`config.mk`:
```
export PLATFORM = sky130hd
export DESIGN_NAME = key_conditioner
export DESIGN_NICKNAME = d
export VERILOG_FILES = /design/src/rtl/key_conditioner.sv
export SDC_FILE = /design/constraint.sdc
export NUM_CORES = 1
export LEC_CHECK = 0
export BUFFER_PORTS_ARGS = -buffer_cell sky130_fd_sc_hd__buf_2
export CAP_MARGIN = 20
export CORE_MARGIN = 5
export CORE_UTILIZATION = 55
export CTS_BUF_LIST = sky130_fd_sc_hd__clkbuf_8
export CTS_CLUSTER_SIZE = 30
export DETAILED_ROUTE_END_ITERATION = 8
export HOLD_SLACK_MARGIN = 0.02
export PLACE_DENSITY = 0.75
export SYNTH_ARGS = -nofsm -noshare
export SYNTH_HDL_FRONTEND = slang
export SYNTH_SLANG_ARGS = --single-unit
```
`constraint.sdc`:
```
create_clock -name clk -period 2.95 [get_ports clk]
set_input_delay 0.59 -clock clk [delete_from_list [all_inputs] [get_ports clk]]
set_output_delay 0.59 -clock clk [all_outputs]
set_load 0.05 [all_outputs]
```
`src/rtl/key_conditioner.sv`:
```
// key_conditioner
// ---------------
// Per-key input stage for the clock front panel. Each raw active-low button
// is synchronised (2 flops), debounced by a small per-key IDLE/HELD FSM with
// its own counter, and turned into a clean level plus one-clk press/release
// pulses for the mode FSM and the time-set logic.
//
// Ports:
//   clk          in   system clock
//   rst          in   synchronous, active-high reset
//   key_n        in   [NUM_KEYS]  raw buttons, asynchronous, 0 = pressed
//   key_level    out  [NUM_KEYS]  debounced state, 1 = pressed
//   key_press    out  [NUM_KEYS]  one-clk pulse per accepted press (and per
//                                 auto-repeat step when enabled)
//   key_release  out  [NUM_KEYS]  one-clk pulse per accepted release
//
// Build option:
//   KEYCOND_AUTOREPEAT_EN  when defined, a held key emits extra key_press
//                          pulses: the first REPEAT_DELAY_CYCLES after entering
//                          HELD, then every REPEAT_PERIOD_CYCLES.
//
// Timing: a clean edge on key_n appears on the outputs 2+DEBOUNCE_CYCLES edges
// after the first edge that samples it (2 sync flops, DEBOUNCE_CYCLES-1 counting
// edges, the FSM transition edge, and the registered output edge).

module key_conditioner #(
  parameter int NUM_KEYS             = 4,
  parameter int DEBOUNCE_CYCLES      = 1_000_000,
  parameter int REPEAT_DELAY_CYCLES  = 25_000_000,
  parameter int REPEAT_PERIOD_CYCLES = 5_000_000
) (
  input  logic                clk,
  input  logic                rst,
  input  logic [NUM_KEYS-1:0] key_n,
  output logic [NUM_KEYS-1:0] key_level,
  output logic [NUM_KEYS-1:0] key_press,
  output logic [NUM_KEYS-1:0] key_release
);

  localparam int MAX_AB = (DEBOUNCE_CYCLES > REPEAT_DELAY_CYCLES) ?
                          DEBOUNCE_CYCLES : REPEAT_DELAY_CYCLES;
  localparam int MAX_P  = (MAX_AB > REPEAT_PERIOD_CYCLES) ? MAX_AB : REPEAT_PERIOD_CYCLES;
  localparam int CNT_W  = $clog2(MAX_P + 1);

  localparam logic [CNT_W-1:0] DEB_LAST = CNT_W'(DEBOUNCE_CYCLES - 1);
  localparam logic [CNT_W-1:0] CNT_MAX  = '1;

  typedef enum logic {
    ST_IDLE = 1'b0,
    ST_HELD = 1'b1
  } state_e;

  // Synchroniser holds raw key_n polarity, so reset value 1 means released.
  logic [NUM_KEYS-1:0] sync1_q, sync1_d;
  logic [NUM_KEYS-1:0] sync2_q, sync2_d;

  state_e              state_q [NUM_KEYS];
  state_e              state_d [NUM_KEYS];
  logic [CNT_W-1:0]    cnt_q   [NUM_KEYS];
  logic [CNT_W-1:0]    cnt_d   [NUM_KEYS];

  logic [NUM_KEYS-1:0] level_q, level_d;
  logic [NUM_KEYS-1:0] press_q, press_d;
  logic [NUM_KEYS-1:0] release_q, release_d;

  logic [NUM_KEYS-1:0] rep_fire;

`ifdef KEYCOND_AUTOREPEAT_EN
  localparam logic [CNT_W-1:0] REP_DELAY  = CNT_W'(REPEAT_DELAY_CYCLES);
  localparam logic [CNT_W-1:0] REP_PERIOD = CNT_W'(REPEAT_PERIOD_CYCLES);

  logic [CNT_W-1:0]    rep_cnt_q [NUM_KEYS];
  logic [CNT_W-1:0]    rep_cnt_d [NUM_KEYS];
  // 0 while waiting for the first repeat, 1 once in the periodic phase.
  logic [NUM_KEYS-1:0] rep_phase_q, rep_phase_d;

  // rep_cnt counts cycles spent in HELD (0 in the first HELD cycle). After a
  // fire it restarts at 1 so the next match is exactly one period later.
  always_comb begin
    for (int k = 0; k < NUM_KEYS; k++) begin
      rep_cnt_d[k]   = rep_cnt_q[k];
      rep_phase_d[k] = rep_phase_q[k];
      rep_fire[k]    = 1'b0;
      if (state_q[k] != ST_HELD) begin
        rep_cnt_d[k]   = '0;
        rep_phase_d[k] = 1'b0;
      end else if (rep_cnt_q[k] == (rep_phase_q[k] ? REP_PERIOD : REP_DELAY)) begin
        rep_fire[k]    = 1'b1;
        rep_cnt_d[k]   = CNT_W'(1);
        rep_phase_d[k] = 1'b1;
      end else if (rep_cnt_q[k] != CNT_MAX) begin
        rep_cnt_d[k] = rep_cnt_q[k] + 1'b1;
      end
    end
  end

  always_ff @(posedge clk) begin
    if (rst) begin
      for (int k = 0; k < NUM_KEYS; k++) rep_cnt_q[k] <= '0;
      rep_phase_q <= '0;
    end else begin
      for (int k = 0; k < NUM_KEYS; k++) rep_cnt_q[k] <= rep_cnt_d[k];
      rep_phase_q <= rep_phase_d;
    end
  end
`else
  assign rep_fire = '0;
`endif

  // Channel FSMs plus output decode. Outputs are derived from the FSM state
  // one edge later: level follows state, and a press/release pulse is the
  // single cycle where state and the registered level disagree.
  always_comb begin
    sync1_d = key_n;
    sync2_d = sync1_q;
    for (int k = 0; k < NUM_KEYS; k++) begin
      state_d[k]   = state_q[k];
      cnt_d[k]     = cnt_q[k];
      level_d[k]   = 1'b0;
      press_d[k]   = 1'b0;
      release_d[k] = 1'b0;

      case (state_q[k])
        ST_IDLE: begin
          if (!sync2_q[k]) begin
            if (cnt_q[k] == DEB_LAST) begin
              state_d[k] = ST_HELD;
              cnt_d[k]   = '0;
            end else if (cnt_q[k] != CNT_MAX) begin
              cnt_d[k] = cnt_q[k] + 1'b1;
            end
          end else begin
            cnt_d[k] = '0;
          end
        end
        ST_HELD: begin
          if (sync2_q[k]) begin
            if (cnt_q[k] == DEB_LAST) begin
              state_d[k] = ST_IDLE;
              cnt_d[k]   = '0;
            end else if (cnt_q[k] != CNT_MAX) begin
              cnt_d[k] = cnt_q[k] + 1'b1;
            end
          end else begin
            cnt_d[k] = '0;
          end
        end
        default: begin
          state_d[k] = ST_IDLE;
          cnt_d[k]   = '0;
        end
      endcase

      level_d[k]   = (state_q[k] == ST_HELD);
      press_d[k]   = ((state_q[k] == ST_HELD) && !level_q[k]) || rep_fire[k];
      release_d[k] = (state_q[k] == ST_IDLE) && level_q[k];
    end
  end

  always_ff @(posedge clk) begin
    if (rst) begin
      sync1_q   <= '1;
      sync2_q   <= '1;
      for (int k = 0; k < NUM_KEYS; k++) begin
        state_q[k] <= ST_IDLE;
        cnt_q[k]   <= '0;
      end
      level_q   <= '0;
      press_q   <= '0;
      release_q <= '0;
    end else begin
      sync1_q   <= sync1_d;
      sync2_q   <= sync2_d;
      for (int k = 0; k < NUM_KEYS; k++) begin
        state_q[k] <= state_d[k];
        cnt_q[k]   <= cnt_d[k];
      end
      level_q   <= level_d;
      press_q   <= press_d;
      release_q <= release_d;
    end
  end

  assign key_level   = level_q;
  assign key_press   = press_q;
  assign key_release = release_q;

endmodule

```
==> results of run 1 <==
==> sequential cells by signal, indices dropped and copies added, names as in the netlist, named ones only <==
name / flops
sync2_q: 4
sync1_q: 4
key_level: 4
key_press: 4
key_release: 4
cnt_q: 100
==> layout make-up <==
class | instances | share of cell area [%]
Sequential cell | 124 | 38.93
Multi-Input combinational cell | 520 | 49.51
Inverter | 11 | 0.6476
Clock inverter | 10 | 1.550
Clock buffer | 21 | 4.533
Timing Repair Buffer | 24 | 2.159
Tap cell | 136 | 2.669
==> cell usage after synthesis, types with 4 or more instances <==
cell       count
dfxtp_1      124
nor2_1        85
a21oi_1       39
nand2_1       36
nand4_1       32
o21ai_0       29
or3_1         29
nand3_1       28
xor2_1        26
nor3_1        23
xnor2_1       20
nor4_1        17
nor2b_1       16
buf_2         15
and4_1        14
clkbuf_1      13
or2_2         12
inv_1         11
and3_1        10
o21ai_1       10
mux2i_1        9
o2111ai_1      9
or4_1          9
and2_1         7
a31oi_1        6
o211ai_1       6
o31ai_1        6
a211oi_1       5
nor3b_1        5
ha_1           4
==> cells by family (layout without fill, tap and decap cells) <==
kind of cell    count (synthesis)  in the layout  share of synthesized area, %
flops                         124            124                         42.63
simple gates                  338            338                         31.48
compound gates                123            123                         13.41
xor+xnor                       46             46                         6.919
mux                             9              9                         1.547
fa+ha+maj                       4              4                        0.8595
buf+inv                        41             66                         3.159
==> routing by layer <==
layer | global-route usage, % | wire length (µm)
met5 | 0 | 0
met4 | 7.853 | 177
met3 | 5.561 | 622
met2 | 35.15 | 6053
met1 | 24.99 | 5699
==> worst min path at each step <==
| stage | endpoint | cells past startpoint | start |
|---|---|---|---|
| floorplan | sync2_q[0] | 1 | sync1_q[0] |
| global placement | sync2_q[0] | 1 | sync1_q[0] |
| detailed placement | sync2_q[3] | 1 | sync1_q[3] |
| CTS | sync1_q[0] | 2 | key_n[0] |
| global route | sync1_q[0] | 2 | key_n[0] |
| finish | sync1_q[0] | 2 | key_n[0] |
==> worst reg2reg max path, stage by stage, from the launching register on <==
cell and delay, ns:
dfxtp_1 0.48, nand4_1 0.40, or4_1 0.79, nor2_1 0.32, xor2_1 0.20, nor2_1 0.07
==> where the power goes <==
part	internal (mW)	total, mW	switching [mW]
logic	0.0119	0.0328	0.0209
registers	1.68	1.68	0.00398
clock network	0.820	1.45	0.634
total	2.51	3.17	0.659
==> stage by stage <==
| stage | area [µm²] | std cells | setup WS [ns] |
|---|---|---|---|
| final | 6376 | 846 | 0.5946 |
| after CTS | 6376 | 846 | 0.6387 |
| after floorplan | 5823 | 685 | 1.045 |
| after global placement | 5988 | 815 | 0.7513 |
| after detailed placement | 5988 | 815 | 0.6609 |
| after global routing | 6376 | 846 | 0.2481 |
==> reports/metrics.yaml, run 1 <==
setup_path:
  worstSetupStartpointType: "flip-flop"
  worst_ep_required_time_ns: 3.28
  critPathTopFamily: "simple AND/OR/NAND/NOR gates"
  worst_ep_arrival_time_ns: 2.68
  crit_top_cell: "nor2_1"
  critPathMaxStageDelay_ns: 0.79
  rr_startpoint: "cnt_q[3][2]"
  crit_cells: 5
  r2r_slack_ns: 0.59
  crit_path_cell_trace: "nand4_1 > or4_1 > nor2_1 > xor2_1 > nor2_1"
  critical_path.slowest_cell: "or4_1"
  cp_max_fo: 11
  critical_path_buf_inv_count: 0
  worstRegToRegCells: 5
  r2r-end: "cnt_q[3][0]"
  worst-setup-path-type: "reg2reg"
  end_kind: "flip-flop"
  startpoint: "cnt_q[3][2]"
  crit_path_end: "cnt_q[3][0]"
routing:
  antenna_left: 0
  drt-initial-drc-count: 443
  vias: 5115
  dr.pass1.iters: 5
  wl_per_cell_um: 14.84
  drc: 0
  drt_wl_total_um: 12550
  avgViaCountPerCell: 6.046
cts:
  clk_latency_ns: 0.44
  cts_made_buffers: 17
  cts_resized: 0
  tritoncts: "yes"
  cts_setup_buffers: 0
  clock_sinks: 124
  htreeDepth: 4
  clk_pin_slew_worst_paths_ns: 0.07
  clk_path_buf_depth: 2
  root_buffer: "clkbuf_8"
  ctsHoldBuffers: 0
sta:
  hold_ws_ns: 0.3532
  tightest_slew_ns: 0.7897
  fin_skew_ns: 0.008231
  max_freq_ghz: 0.4246
  fin_crit_sh_pct: 79.84
  rsz0062_at_grt: "no"
  maxSlewHeadroom_pct: 46.95
  hold_violations: 0
  fin_crit_ns: 2.355
  slew_violations: 0
  setup_viol: 0
  tns_ns: 0
global_routing:
  grt_pass1_wl_um: 22050
  grt.overflow.total: 0
  grt_antenna_before_repair: 0
  grt_max_degree: 26
  grt_pass1_vias: 4934
  grt_usage_pct: 20.68
finish:
  layout_commonest_cell: "dfxtp_1"
  multiInputGateArea_mm2: 0.003157
  regArea_mm2: 0.002482
  drive_gt1_share_pct: 10.42
  mostFrequentLayoutCells: "dfxtp_1 (124), nor2_1 (85), a21oi_1 (39)"
  n_fill_cell: 895
  postLayoutCoreUtil_pct: 61.76
  diodes: 0
  syn2layout_area_growth_pct: 9.497
  nets: 708
power_and_ir_drop:
  vdd_ir_drop_max_uv: 415.2
  power_mw: 3.171
  leakage_nw: 1.978
  p_per_area_mw_per_mm2: 497.3
yosys:
  syn_avg_cell_area_um2: 8.501
  synthArstFlopShare_pct: 0
  synth_ff_type: "dfxtp_1"
  synth_edf_count: 0
  synth_top_area_share_pct: 42.63
  synth_area_leaders: "dfxtp_1 (43%), nor2_1 (5.5%), xor2_1 (3.9%)"
  syn_inst: 685
  yosys.area.top_type: "dfxtp_1"
  netlist_area_mm2: 0.005823
  ys_types: 53
  ys_seq_area_share_pct: 42.63
  synth-seq-cells: 124
  yosys_warnings: 0
  synth_nets: 695
run_status:
  status: "finished, final reports clean"
die:
  row_count: 37
  die_h_um: 112.9
  boundaryPins: 18
  start_util_pct: 56.41
  die_w_um: 112.9
  core_mm2: 0.01032
  die_area_mm2: 0.01275
place:
  dp_hpwl_um: 8581
  gp_congestion: 0.9349
  io_buffers: 17
job:
  maxCapViolCount: 0
hold_path:
  min_path_type: "in2reg"
Power figures use the tool's default switching activity.
==> run 2: changes to the inputs <==
--- a/config.mk
+++ b/config.mk
@@ -5,6 +5,7 @@
 export SDC_FILE = /design/constraint.sdc
 export NUM_CORES = 1
 export LEC_CHECK = 0
+export ABC_AREA = 1
 export BUFFER_PORTS_ARGS = -buffer_cell sky130_fd_sc_hd__buf_2
 export CAP_MARGIN = 20
 export CORE_MARGIN = 5
@@ -13,7 +14,7 @@
 export CTS_CLUSTER_SIZE = 30
 export DETAILED_ROUTE_END_ITERATION = 8
 export HOLD_SLACK_MARGIN = 0.02
-export PLACE_DENSITY = 0.75
+export PLACE_DENSITY = 0.77
 export SYNTH_ARGS = -nofsm -noshare
 export SYNTH_HDL_FRONTEND = slang
 export SYNTH_SLANG_ARGS = --single-unit
==> constraint.sdc (replaced) <==
create_clock -name clk -period 1.9 [get_ports clk]
set_input_delay 0.38 -clock clk [delete_from_list [all_inputs] [get_ports clk]]
set_output_delay 0.38 -clock clk [all_outputs]
set_load 0.05 [all_outputs]
==> run 2 against run 1 <==
Net effect: sequential power increased by 55%; clock power increased by 50%; clock skew increased by 0.0019 ns; critical path depth increased by 2; final cell count increased by 56%; worst hold slack got worse by 0.23 ns; utilization increased by 1.0 points; synthesized cell count increased by 60%; critical endpoint is now cnt_q[2][14]; largest power group unchanged.
==> reports/metrics.yaml, run 2 <==
cts:
  cts_resized: 0
  cts_made_buffers: 17
  cts_setup_buffers: 0
  clk_pin_slew_worst_paths_ns: 0.08
  tritoncts: "yes"
  ctsHoldBuffers: 0
  clk_latency_ns: 0.45
  root_buffer: "clkbuf_8"
  clk_path_buf_depth: 2
  clock_sinks: 124
  htreeDepth: 4
routing:
  drt-initial-drc-count: 623
  drc: 0
  antenna_left: 0
  wl_per_cell_um: 11.80
  avgViaCountPerCell: 5.066
  dr.pass1.iters: 6
  drt_wl_total_um: 15560
  vias: 6682
yosys:
  synth_top_family_by_area: "simple AND/OR/NAND/NOR gates"
  yosys.area_share.simple_pct: 48.45
  syn_avg_cell_area_um2: 6.293
  synth.area.mux_share_pct: 0
  synth_compound_area_share_pct: 4.758
  synth_adder_area_share_pct: 0.7263
  synth_nets: 1105
  synth_area_leaders: "dfxtp_1 (36%), nand2_1 (17%), nor2_1 (12%)"
  synth_top_area_share_pct: 36.03
  ys_seq_area_share_pct: 36.03
  yosys_warnings: 0
  netlist_area_mm2: 0.006890
  synthArstFlopShare_pct: 0
  synthTopCellsByCount: "nand2_1 (304), nor2_1 (226), inv_1 (127)"
  synth_xor_xnor_area_share_pct: 1.017
  yosys.area.top_type: "dfxtp_1"
  synth_ff_type: "dfxtp_1"
  synth-seq-cells: 124
  syn_inst: 1095
  synth_edf_count: 0
  synth.most_common_cell: "nand2_1"
  ys_types: 29
sta:
  setup_viol: 0
  maxSlewHeadroom_pct: 67.15
  tns_ns: 0
  tightest_slew_ns: 0.4901
  max_freq_ghz: 0.5694
  finalWorstSetupSlack_ns: 0.1437
  fin_skew_ns: 0.01009
  fin_crit_sh_pct: 92.43
  slew_violations: 0
  hold_violations: 0
  rsz0062_at_grt: "no"
  fin_crit_ns: 1.756
finish:
  n_fill_cell: 1162
  syn2layout_area_growth_pct: 10.86
  mostFrequentLayoutCells: "nand2_1 (304), nor2_1 (226), inv_1 (130)"
  nets: 1148
  drive_gt1_share_pct: 11.47
  largest_reg_flops: 100
  diodes: 0
  layout_commonest_cell: "nand2_1"
  final_area_mm2: 0.007639
  regMostFlops: "cnt_q"
die:
  die_area_mm2: 0.01487
  die_w_um: 121.9
  row_count: 40
  die_h_um: 121.9
  boundaryPins: 18
  start_util_pct: 56.66
  core_mm2: 0.01216
power_and_ir_drop:
  leakage_nw: 2.948
  vdd_ir_drop_max_uv: 455.3
  p_per_area_mw_per_mm2: 636.3
global_routing:
  grt_max_degree: 27
  grt_usage_pct: 21.46
  grt_pass1_wl_um: 26030
  grt_pass1_vias: 5809
  grt_antenna_before_repair: 0
  grt.overflow.total: 0
setup_path:
  critPathMaxStageDelay_ns: 0.41
  end_kind: "flip-flop"
  crit_path_cell_trace: "nand2_1 > nor2_2 > inv_1 > nor2_1 > nand3_2 > a21oi_1 > nor2_1"
  worst-setup-path-type: "reg2reg"
  worst_ep_required_time_ns: 2.25
  worstRegToRegCells: 7
  worstSetupStartpointType: "flip-flop"
  crit_top_cell: "nor2_1"
  worst_ep_arrival_time_ns: 2.10
  cp_max_fo: 9
  critical_path.slowest_cell: "dfxtp_1"
place:
  io_buffers: 17
  dp_hpwl_um: 11140
  dpl_cell_area_mm2: 0.007236
  gp_congestion: 0.9101
  dp_worst_setup_slack_ns: 0.01855
run_status:
  status: "finished, final reports clean"
hold_path:
  whs_path_depth: 2
  min_path_type: "in2reg"
job:
  maxCapViolCount: 0
-- run 2: changes by cell type after synthesis, moves of 17 or more --
| cell | delta |
|---|---|
| or3_1 | -29 |
| o21ai_0 | -21 |
| inv_1 | +116 |
| nor2_1 | +141 |
| nand3_1 | +73 |
| nor4_1 | -17 |
| nand2_1 | +268 |
| xor2_1 | -22 |
-- run 2: power by group --
part | total (mW) | switching [mW] | internal, mW | leakage (nW)
clock | 2.17 | 1.03 | 1.14 | 0.208
sequential | 2.61 | 0.00464 | 2.61 | 1.00
combinational | 0.0775 | 0.0484 | 0.0291 | 1.74
-- run 2: layout make-up --
cell class	instances	area, µm²	share of cell area [%]
Tap cell	168	210.2	2.752
Sequential cell	124	2485	32.53
Multi-Input combinational cell	823	3821	50.02
Clock buffer	21	289.0	3.784
Clock inverter	11	76.32	0.9992
Timing Repair Buffer	41	265.3	3.473
Inverter	131	491.7	6.437
-- run 2: cell families after synthesis --
group | after synthesis
AO/OA/AOI/OAI | 65
XOR/XNOR | 8
adder cells (fa/ha/maj) | 4
buffers and inverters | 150
flip-flops | 124
AND/OR/NAND/NOR | 744
-- run 2: worst paths after layout --
path	from	to	slack, ns
worst max-delay path	cnt_q[2][18]	cnt_q[2][14]	0.14
worst min-delay path	key_n[0]	sync1_q[0]	0.12
worst max register to register	cnt_q[2][18]	cnt_q[2][14]	0.14
worst min register to register	sync1_q[3]	sync2_q[3]	0.40
-- run 2: critical path, delay by kind of cell (launching register included) --
kind | cells | cell delay, ns
flip-flops | 1 | 0.41
AO/OA/AOI/OAI | 1 | 0.19
buffers and inverters | 1 | 0.06
AND/OR/NAND/NOR | 5 | 0.98
-- run 2: routing by layer --
layer / vias to the layer above / wire length (µm) / GRT usage, %
li1: 3531 / - / -
met1: 2975 / 7511 / 28.67
met5: - / 0 / 0
met2: 160 / 7112 / 34.94
met4: 0 / 148 / 6.373
met3: 16 / 788 / 4.596
-- run 2: stage by stage --
stage | std cells | power [mW] | hold WS (ns) | utilization (%)
floorplan | 1095 | 2.721 | 0.3895 | -
global placement | 1285 | 2.748 | 0.3920 | 59.50
detailed placement | 1285 | 2.750 | 0.3981 | 59.50
CTS | 1317 | 4.910 | 0.09315 | 62.50
global route | 1319 | 5.037 | 0.09581 | 62.81
finish | 1319 | 4.861 | 0.1220 | 62.81
==> run 3: changes to the inputs <==
--- a/config.mk
+++ b/config.mk
@@ -15,6 +15,7 @@
 export DETAILED_ROUTE_END_ITERATION = 8
 export HOLD_SLACK_MARGIN = 0.02
 export PLACE_DENSITY = 0.77
+export REMOVE_ABC_BUFFERS = 1
 export SYNTH_ARGS = -nofsm -noshare
 export SYNTH_HDL_FRONTEND = slang
 export SYNTH_SLANG_ARGS = --single-unit
==> run 3 against run 2 <==
Net effect: power is 7.5% higher; register-to-register slack about the same; routed wire length is 0.60% lower; sequential cell count stayed put; maximum frequency about the same; clock-buffer cell count down 4; critical path depth increased by 2; utilization rose by 1.5 points.
==> reports/metrics.yaml, run 3 (same netlist as run 2, synthesis figures left out) <==
global_routing:
  grt_pass1_wl_um: 26190
  grt_antenna_before_repair: 0
  grt_max_degree: 34
  grt_pass1_vias: 5947
  grt_usage_pct: 21.54
  grt.overflow.total: 0
setup_path:
  worst-setup-path-type: "reg2reg"
  critical_path.slowest_cell: "dfxtp_1"
  critPathTopFamily: "simple AND/OR/NAND/NOR gates"
  worst_ep_arrival_time_ns: 2.10
  worst_ep_required_time_ns: 2.25
  worstRegToRegCells: 9
  rr_startpoint: "cnt_q[1][1]"
  crit_top_cell: "nor2_4"
  worstSetupStartpointType: "flip-flop"
  r2r_slack_ns: 0.14
  r2r-end: "cnt_q[1][10]"
  critPathMaxStageDelay_ns: 0.38
  crit_path_cell_trace: "ha_1 > inv_1 > nor2_4 > nand2_2 > nor2_4 > buf_4 > nand3_4 > a21oi_1 > nor2_1"
  cp_max_fo: 13
  end_kind: "flip-flop"
  critical_path_buf_inv_count: 2
finish:
  regMostFlops: "cnt_q"
  final_area_mm2: 0.007819
  largest_reg_flops: 100
  layout_commonest_cell: "nand2_1"
  diodes: 0
  mostFrequentLayoutCells: "nand2_1 (304), nor2_1 (225), inv_1 (127)"
  syn2layout_area_growth_pct: 13.47
  nets: 1154
  postLayoutCoreUtil_pct: 64.29
  drive_gt1_share_pct: 12.19
  n_fill_cell: 1142
  stdcell_count: 1325
routing:
  antenna_left: 0
  top_layer_used: "met4"
  drt-met1-wl_um: 7398
  dr.pass1.iters: 6
  drt_wl_total_um: 15470
  vias: 6649
  drc: 0
  wl_per_cell_um: 11.67
  wl_met3_um: 837
  wl_met2_um: 6969
  avgViaCountPerCell: 5.018
  drt-initial-drc-count: 556
power_and_ir_drop:
  p_per_area_mw_per_mm2: 668.5
  pwr-share-comb_pct: 1.5
  switching_power_mw: 1.161
  power_frac_seq_pct: 50.0
  internal_power_mw: 4.066
  power_mw: 5.227
  vdd_ir_drop_max_uv: 481.5
  leakage_nw: 3.003
  swShare_pct: 22.20
  clkPwrFrac_pct: 48.5
sta:
  tightest_slew_ns: 0.6572
  hold_violations: 0
  fin_crit_ns: 1.755
  maxSlewHeadroom_pct: 55.95
  setup_viol: 0
  fin_crit_sh_pct: 92.38
  rsz0062_at_grt: "yes"
  hold_ws_ns: 0.1078
  finalWorstSetupSlack_ns: 0.1447
  fin_skew_ns: 0.007573
  max_freq_ghz: 0.5697
  slew_violations: 0
  tns_ns: 0
cts:
  clk_path_buf_depth: 2
  root_buffer: "clkbuf_8"
  clk_latency_ns: 0.45
  cts_made_buffers: 17
  htreeDepth: 4
  tritoncts: "yes"
  clk_pin_slew_worst_paths_ns: 0.08
  clock_sinks: 124
  ctsHoldBuffers: 0
place:
  dp_worst_setup_slack_ns: 0.09016
  place_inst: 1285
  dp_hpwl_um: 11000
  gp_congestion: 0.9351
  io_buffers: 17
  dpl_cell_area_mm2: 0.007261
die:
  start_util_pct: 56.66
  die_area_mm2: 0.01487
  die_h_um: 121.9
  boundaryPins: 18
  core_mm2: 0.01216
  die_w_um: 121.9
  row_count: 40
hold_path:
  min_to: "sync1_q[3]"
  whs_path_depth: 2
  min_from: "key_n[3]"
  min_path_type: "in2reg"
job:
  maxCapViolCount: 0
run_status:
  status: "finished, final reports clean"
[run 3: layer usage]
layer	up-vias	GRT usage, %
met5	-	0
met4	0	7.003
li1	3538	-
met2	142	34.43
met3	21	5.942
met1	2948	28.26
[run 3: timing repair]
| action | CTS | global route |
|---|---|---|
| resized for setup | 0 | 11 |
| setup endpoints to repair | 0 | 48 |
| hold endpoints to repair | 0 | 0 |
| buffers inserted | 0 | 4 |
[run 3: how the worst max path moves through the flow]
stage                      startpoint            to  cells after the start
after global routing      cnt_q[1][1]  cnt_q[1][16]                     11
after detailed placement  cnt_q[2][0]   cnt_q[2][7]                      9
final                     cnt_q[1][1]  cnt_q[1][10]                      9
after global placement    cnt_q[2][0]   cnt_q[2][8]                     10
after floorplan           cnt_q[3][0]  cnt_q[3][10]                      8
after CTS                 cnt_q[2][0]   cnt_q[2][7]                      9
[run 3: power by group through the flow]
stage,Combinational [mW],Sequential (mW),Clock (mW)
floorplan,0.0407,2.67,0
global placement,0.0776,2.67,0
detailed placement,0.0790,2.67,0
CTS,0.0801,2.61,2.58
global route,0.0905,2.61,2.71
finish,0.0796,2.61,2.53
[run 3: area by class of cell]
type / count / area [µm²] / share of cell area, %
Tap cell: 168 / 210.2 / 2.688
Clock inverter: 15 / 197.7 / 2.528
Multi-Input combinational cell: 825 / 3880 / 49.62
Inverter: 131 / 491.7 / 6.289
Clock buffer: 17 / 234.0 / 2.992
Sequential cell: 124 / 2485 / 31.78
Timing Repair Buffer: 45 / 320.3 / 4.097
